[config.mk]
export PLATFORM = sky130hd
export DESIGN_NAME = alu_issue_seq
export DESIGN_NICKNAME = d
export VERILOG_FILES = /design/src/rtl/alu_pkg.sv /design/src/rtl/alu_issue_decode.sv /design/src/rtl/alu_issue_seq.sv
export SDC_FILE = /design/constraint.sdc
export NUM_CORES = 1
export LEC_CHECK = 0
export BUFFER_PORTS_ARGS = -buffer_cell sky130_fd_sc_hd__buf_2
export CAP_MARGIN = 20
export CORE_MARGIN = 4
export CORE_UTILIZATION = 25
export CTS_BUF_LIST = sky130_fd_sc_hd__clkbuf_16
export DETAILED_ROUTE_END_ITERATION = 8
export PLACE_DENSITY_LB_ADDON = 0.2
export SLEW_MARGIN = 25
export SYNTH_ARGS = -nofsm -noshare
export SYNTH_HDL_FRONTEND = slang
export SYNTH_HIERARCHICAL = 1
export SYNTH_SLANG_ARGS = --single-unit
[constraint.sdc]
create_clock -name clk -period 17.97 [get_ports clk]
set_clock_uncertainty 0.05 [all_clocks]
set_input_delay 3.594 -clock clk [delete_from_list [all_inputs] [get_ports clk]]
set_output_delay 3.594 -clock clk [all_outputs]
set_load 0.01 [all_outputs]
[src/rtl/alu_pkg.sv]
// Shared constants for the ALU issue sequencer: ALUControl codes, MIPS opcode/funct
// values, FSM states and the decoded-instruction record.
package alu_pkg;

  localparam logic [3:0] ALU_ADD  = 4'b0000, ALU_ADDU = 4'b0001, ALU_SUB  = 4'b0010,
                         ALU_SUBU = 4'b0011, ALU_AND  = 4'b0100, ALU_OR   = 4'b0101,
                         ALU_XOR  = 4'b0110, ALU_NOR  = 4'b0111, ALU_SLT  = 4'b1010,
                         ALU_SLTU = 4'b1011, ALU_SRA  = 4'b1100, ALU_SRL  = 4'b1101,
                         ALU_LUI  = 4'b1110, ALU_SLL  = 4'b1111;

  localparam logic [5:0] OP_RTYPE = 6'h00, OP_BEQ  = 6'h04, OP_BNE  = 6'h05,
                         OP_ADDI  = 6'h08, OP_ADDIU = 6'h09, OP_SLTI = 6'h0A,
                         OP_SLTIU = 6'h0B, OP_ANDI = 6'h0C, OP_ORI  = 6'h0D,
                         OP_XORI  = 6'h0E, OP_LUI  = 6'h0F;

  localparam logic [5:0] FN_SLL  = 6'h00, FN_SRL  = 6'h02, FN_SRA  = 6'h03,
                         FN_SLLV = 6'h04, FN_SRLV = 6'h06, FN_SRAV = 6'h07,
                         FN_ADD  = 6'h20, FN_ADDU = 6'h21, FN_SUB  = 6'h22,
                         FN_SUBU = 6'h23, FN_AND  = 6'h24, FN_OR   = 6'h25,
                         FN_XOR  = 6'h26, FN_NOR  = 6'h27, FN_SLT  = 6'h2A,
                         FN_SLTU = 6'h2B;

  typedef enum logic [1:0] {S_IDLE, S_DECODE, S_EXEC, S_RESP} state_e;
  typedef enum logic [1:0] {OPA_ZERO, OPA_RS, OPA_RT} opa_sel_e;
  typedef enum logic [1:0] {OPB_ZERO, OPB_RT, OPB_RS5, OPB_IMM} opb_sel_e;
  typedef enum logic [1:0] {CLS_ALU, CLS_BRANCH, CLS_ILLEGAL} cls_e;

  typedef struct packed {
    logic [3:0]  ctrl;
    opa_sel_e    opa;
    opb_sel_e    opb;
    logic [31:0] imm;      // extended immediate or shamt
    logic [4:0]  dest;
    cls_e        cls;
    logic        ovf_chk;  // add/addi/sub only
    logic        br_ne;
  } dec_t;

  localparam dec_t DEC_ILLEGAL = '{ctrl: ALU_ADDU, opa: OPA_ZERO, opb: OPB_ZERO, imm: 32'h0,
                                   dest: 5'd0, cls: CLS_ILLEGAL, ovf_chk: 1'b0, br_ne: 1'b0};

endpackage

[src/rtl/alu_issue_decode.sv]
// Combinational decode of a MIPS instruction word into ALU control, operand selects,
// extended immediate, destination register and result class.
module alu_issue_decode
  import alu_pkg::*;
(
  input  logic [31:0] instr,
  output dec_t        dec
);

  logic [5:0]  op, fn;
  logic [31:0] sext, zext, shamt;
  logic        unused_rs;

  assign op        = instr[31:26];
  assign fn        = instr[5:0];
  assign sext      = {{16{instr[15]}}, instr[15:0]};
  assign zext      = {16'h0, instr[15:0]};
  assign shamt     = {27'h0, instr[10:6]};
  assign unused_rs = ^instr[25:21];  // rs is consumed as a value, not as a field

  always_comb begin
    dec = DEC_ILLEGAL;
    if (op == OP_RTYPE) begin
      dec.cls  = CLS_ALU;
      dec.opa  = OPA_RS;
      dec.opb  = OPB_RT;
      dec.dest = instr[15:11];
      case (fn)
        FN_ADD:  begin dec.ctrl = ALU_ADD; dec.ovf_chk = 1'b1; end
        FN_ADDU: dec.ctrl = ALU_ADDU;
        FN_SUB:  begin dec.ctrl = ALU_SUB; dec.ovf_chk = 1'b1; end
        FN_SUBU: dec.ctrl = ALU_SUBU;
        FN_AND:  dec.ctrl = ALU_AND;
        FN_OR:   dec.ctrl = ALU_OR;
        FN_XOR:  dec.ctrl = ALU_XOR;
        FN_NOR:  dec.ctrl = ALU_NOR;
        FN_SLT:  dec.ctrl = ALU_SLT;
        FN_SLTU: dec.ctrl = ALU_SLTU;
        FN_SLL:  begin dec.ctrl = ALU_SLL; dec.opa = OPA_RT; dec.opb = OPB_IMM; dec.imm = shamt; end
        FN_SRL:  begin dec.ctrl = ALU_SRL; dec.opa = OPA_RT; dec.opb = OPB_IMM; dec.imm = shamt; end
        FN_SRA:  begin dec.ctrl = ALU_SRA; dec.opa = OPA_RT; dec.opb = OPB_IMM; dec.imm = shamt; end
        FN_SLLV: begin dec.ctrl = ALU_SLL; dec.opa = OPA_RT; dec.opb = OPB_RS5; end
        FN_SRLV: begin dec.ctrl = ALU_SRL; dec.opa = OPA_RT; dec.opb = OPB_RS5; end
        FN_SRAV: begin dec.ctrl = ALU_SRA; dec.opa = OPA_RT; dec.opb = OPB_RS5; end
        default: dec = DEC_ILLEGAL;
      endcase
    end else begin
      dec.cls  = CLS_ALU;
      dec.opa  = OPA_RS;
      dec.opb  = OPB_IMM;
      dec.dest = instr[20:16];
      dec.imm  = sext;
      case (op)
        OP_ADDI:  begin dec.ctrl = ALU_ADD; dec.ovf_chk = 1'b1; end
        OP_ADDIU: dec.ctrl = ALU_ADDU;
        OP_SLTI:  dec.ctrl = ALU_SLT;
        OP_SLTIU: dec.ctrl = ALU_SLTU;
        OP_ANDI:  begin dec.ctrl = ALU_AND; dec.imm = zext; end
        OP_ORI:   begin dec.ctrl = ALU_OR;  dec.imm = zext; end
        OP_XORI:  begin dec.ctrl = ALU_XOR; dec.imm = zext; end
        OP_LUI:   begin dec.ctrl = ALU_LUI; dec.imm = zext; end
        OP_BEQ, OP_BNE: begin
          dec.ctrl  = ALU_SUBU;
          dec.opb   = OPB_RT;
          dec.dest  = 5'd0;
          dec.cls   = CLS_BRANCH;
          dec.br_ne = (op == OP_BNE);
        end
        default: dec = DEC_ILLEGAL;
      endcase
    end
  end

endmodule

[src/rtl/alu_issue_seq.sv]
// Multicycle issue sequencer: decodes one instruction, holds ALU inputs stable for
// EXEC_CYCLES, captures the ALU outcome and presents a writeback/branch record over
// valid/ready. Define ALU_TRAP_EN to turn signed overflow on add/addi/sub into a trap.
module alu_issue_seq
  import alu_pkg::*;
#(
  parameter int EXEC_CYCLES = 1
) (
  input  logic        clk,
  input  logic        reset,
  input  logic        in_valid,
  output logic        in_ready,
  input  logic [31:0] in_instr,
  input  logic [31:0] in_rs_val,
  input  logic [31:0] in_rt_val,
  output logic [31:0] alu_opr1,
  output logic [31:0] alu_opr2,
  output logic [3:0]  alu_ctrl,
  input  logic [31:0] alu_result,
  input  logic        alu_overflow,
  input  logic        alu_zero,
  output logic        res_valid,
  input  logic        res_ready,
  output logic        res_we,
  output logic [4:0]  res_addr,
  output logic [31:0] res_data,
  output logic        res_br_taken,
  output logic        res_exc_ovf,
  output logic        res_illegal
);

  localparam int CW = $clog2(EXEC_CYCLES + 1);

  state_e        state_q, state_d;
  logic [CW-1:0] cnt_q;
  logic [31:0]   instr_q, rs_q, rt_q;
  logic [31:0]   opr1_d, opr2_d;
  dec_t          dec;
  cls_e          cls_q;
  logic [4:0]    dest_q;
  logic          ovf_chk_q, br_ne_q;
  logic [31:0]   cap_res_q;
  logic          cap_ovf_q, cap_zero_q;
  logic          trap;

  alu_issue_decode u_dec (.instr(instr_q), .dec(dec));

  assign in_ready = (state_q == S_IDLE) && !reset;

`ifdef ALU_TRAP_EN
  assign trap = ovf_chk_q & cap_ovf_q;
`else
  logic unused_ovf;
  assign trap       = 1'b0;
  assign unused_ovf = ovf_chk_q ^ cap_ovf_q;
`endif

  always_comb begin
    state_d = state_q;
    case (state_q)
      S_IDLE:   if (in_valid) state_d = S_DECODE;
      S_DECODE: state_d = S_EXEC;
      S_EXEC:   if (cnt_q == CW'(EXEC_CYCLES)) state_d = S_RESP;
      S_RESP:   if (res_ready) state_d = S_IDLE;
      default:  state_d = S_IDLE;
    endcase
  end

  always_comb begin
    opr1_d = 32'h0;
    opr2_d = 32'h0;
    case (dec.opa)
      OPA_RS:  opr1_d = rs_q;
      OPA_RT:  opr1_d = rt_q;
      default: ;
    endcase
    case (dec.opb)
      OPB_RT:  opr2_d = rt_q;
      OPB_RS5: opr2_d = {27'h0, rs_q[4:0]};
      OPB_IMM: opr2_d = dec.imm;
      default: ;
    endcase
  end

  // EXEC runs one cycle past the capture point so the record is formed from stable flops.
  always_ff @(posedge clk or posedge reset) begin
    if (reset) begin
      state_q      <= S_IDLE;
      cnt_q        <= '0;
      instr_q      <= '0;
      rs_q         <= '0;
      rt_q         <= '0;
      alu_opr1     <= '0;
      alu_opr2     <= '0;
      alu_ctrl     <= ALU_ADDU;
      cls_q        <= CLS_ILLEGAL;
      dest_q       <= '0;
      ovf_chk_q    <= 1'b0;
      br_ne_q      <= 1'b0;
      cap_res_q    <= '0;
      cap_ovf_q    <= 1'b0;
      cap_zero_q   <= 1'b0;
      res_valid    <= 1'b0;
      res_we       <= 1'b0;
      res_addr     <= '0;
      res_data     <= '0;
      res_br_taken <= 1'b0;
      res_exc_ovf  <= 1'b0;
      res_illegal  <= 1'b0;
    end else begin
      state_q <= state_d;
      if (state_q == S_IDLE && in_valid) begin
        instr_q <= in_instr;
        rs_q    <= in_rs_val;
        rt_q    <= in_rt_val;
      end
      if (state_q == S_DECODE) begin
        alu_opr1  <= opr1_d;
        alu_opr2  <= opr2_d;
        alu_ctrl  <= dec.ctrl;
        cls_q     <= dec.cls;
        dest_q    <= dec.dest;
        ovf_chk_q <= dec.ovf_chk;
        br_ne_q   <= dec.br_ne;
        cnt_q     <= '0;
      end
      if (state_q == S_EXEC) begin
        cnt_q <= cnt_q + 1'b1;
        if (cnt_q == CW'(EXEC_CYCLES - 1)) begin
          cap_res_q  <= alu_result;
          cap_ovf_q  <= alu_overflow;
          cap_zero_q <= alu_zero;
        end
        if (cnt_q == CW'(EXEC_CYCLES)) begin
          res_valid    <= 1'b1;
          res_we       <= (cls_q == CLS_ALU) && (dest_q != 5'd0) && !trap;
          res_addr     <= dest_q;
          res_data     <= cap_res_q;
          res_br_taken <= (cls_q == CLS_BRANCH) && (cap_zero_q ^ br_ne_q);
          res_exc_ovf  <= trap;
          res_illegal  <= (cls_q == CLS_ILLEGAL);
        end
      end
      if (state_q == S_RESP && res_ready) res_valid <= 1'b0;
    end
  end

endmodule

==> flow_summary.json <==
{
  "outcome": "finished clean",
  "fin_ws_ns": 10.36,
  "ir_drop_mv": 0.0744,
  "core_area_mm2": 0.0411,
  "grt_start_max_net_pins": 157,
  "setup_viol": 0,
  "ys_warn_count": 6,
  "viasPerCell": 4.45,
  "fin_crit_sh_pct": 42.3,
  "die_h_um": 212,
  "fmax_mhz": 131,
  "leakagePower_nw": 5.91,
  "numClockSinks": 244,
  "drt_iter0_drc": 313,
  "final_cells": 1563,
  "cts_tree": "done",
  "cts.path.max_buffers": 3,
  "required_ns": 14.33,
  "routed_wl_um": 29800,
  "crit_type": "in2out",
  "first_global_vias": 7223,
  "drtAntennaViolNets": 0,
  "vias": 6960,
  "place_hpwl_um": 19800,
  "hp-class": "reg2reg",
  "worstSetupEndpointType": "output port",
  "syn2layout_area_growth_pct": 23.5,
  "syn-instance-count": 796,
  "rows": 74,
  "cts_resized": 0,
  "finish.utilization_pct": 31.4,
  "dr.pass1.iters": 4,
  "insertion_delay_ns": 0.56,
  "power_density_mw_per_mm2": 180,
  "cts_buffers": 29,
  "post-cts-setup-buffer-count": 0,
  "worstPathArrival_ns": 3.96,
  "slew_headroom_pct": 33.4,
  "fp.dieW_um": 212,
  "final_hold_viol_count": 0,
  "drive_gt1_share_pct": 42.7,
  "port_buffers": 237,
  "reg2regPathDepth": 7,
  "fp.dieArea_mm2": 0.0451,
  "h-tree-depth": 1,
  "place_ws_ns": 10.35,
  "detail_route.wl_per_cell_um": 19.1,
  "place_congestion": 0.693,
  "mostFrequentLayoutCell": "dfrtp_1",
  "setup_tns_ns": 0,
  "start_kind": "primary input",
  "post-route-min-period_ns": 7.61,
  "io_pins": 245,
  "hold_depth": 2,
  "clockRootBuffer": "clkbuf_16",
  "slew_viol_final": 0,
  "grt_pass1_wl_um": 45200,
  "final_area_mm2": 0.0129,
  "syn_area_mm2": 0.0104,
  "antenna_found_initial": 5,
  "crit_path_max_fanout": 2,
  "synth_nets": 937,
  "holdBufCountCts": 0,
  "layout_common_cells": "dfrtp_1, buf_2, mux2_2",
  "drv_cap": 0,
  "syn_avg_cell_area_um2": 13.1,
  "grt_overflow": 0,
  "clkSlewWorstSetupHoldPaths_ns": 0.06,
  "rsz0062_at_grt": "false",
  "track_usage_pct": 12.9,
  "drcViolationCount": 0,
  "dp.cells": 1512,
  "worst_pin_slew_ns": 0.999,
  "post_dp_cell_area_mm2": 0.0121,
  "nets": 1152,
  "initial_utilization_pct": 25.4
}
[where the power goes]
part / switching (W) / leakage, nW / internal, W / total [W]
clock: 0.000231 / 0.430 / 0.000289 / 0.000519
sequential: 0.000172 / 3.02 / 0.000804 / 0.000976
combinational: 0.000418 / 2.45 / 0.000406 / 0.000823
[sequential cells by signal (all words and copies together), names as in the netlist, 2 cells and up]
signal     count
cls_q          2
res_addr       5
state_q        2
rt_q          32
alu_ctrl       4
instr_q       27
alu_opr2      32
dest_q         5
alu_opr1      32
rs_q          32
cap_res_q     32
res_data      32
[worst max-delay path, stage by stage]
cell     delay, ns
buf_2         0.13
nor2b_1       0.10
buf_2         0.13
[stage by stage]
| stage | hold WS (ns) | total power [W] |
|---|---|---|
| 6_report | 0.431 | 0.00232 |
| 2_1_floorplan | 0.412 | 0.00153 |
| 3_3_place_gp | 0.409 | 0.00180 |
| 5_1_grt | 0.450 | 0.00248 |
| 4_1_cts | 0.436 | 0.00237 |
| 3_5_place_dp | 0.422 | 0.00183 |
[cell type report]
class | instances | area (um^2)
antenna | 2 | 5.00
clock buffer | 29 | 726
clock inverter | 20 | 90.1
fill | 4305 | 28200
inverter | 70 | 270
multi-input combinational | 420 | 3750
sequential | 244 | 6110
tap | 532 | 666
timing repair buffer | 246 | 1290
[worst paths after layout]
kind | from | end | slack, ns
setup / recovery | reset | in_ready | 10.36
hold / removal | res_illegal$_DFFE_PP0P_ | res_illegal$_DFFE_PP0P_ | 0.43
setup reg to reg | instr_q[31]$_DFFE_PP0P_ | alu_opr1[19]$_DFFE_PP0N_ | 14.71
hold reg to reg | res_illegal$_DFFE_PP0P_ | res_illegal$_DFFE_PP0P_ | 0.43
max in group asynchronous | reset | dest_q[0]$_DFFE_PP0N_ | 13.40
min in group asynchronous | reset | cap_res_q[31]$_DFFE_PP0P_ | 3.09
[per-layer routing]
| layer | global-route usage (%) | wire length, um |
|---|---|---|
| met1 | 17.6 | 13300 |
| met2 | 20.8 | 14400 |
| met3 | 2.58 | 1440 |
| met4 | 3.75 | 616 |
| met5 | 0 | 39 |
Power figures use the tool's default switching activity.
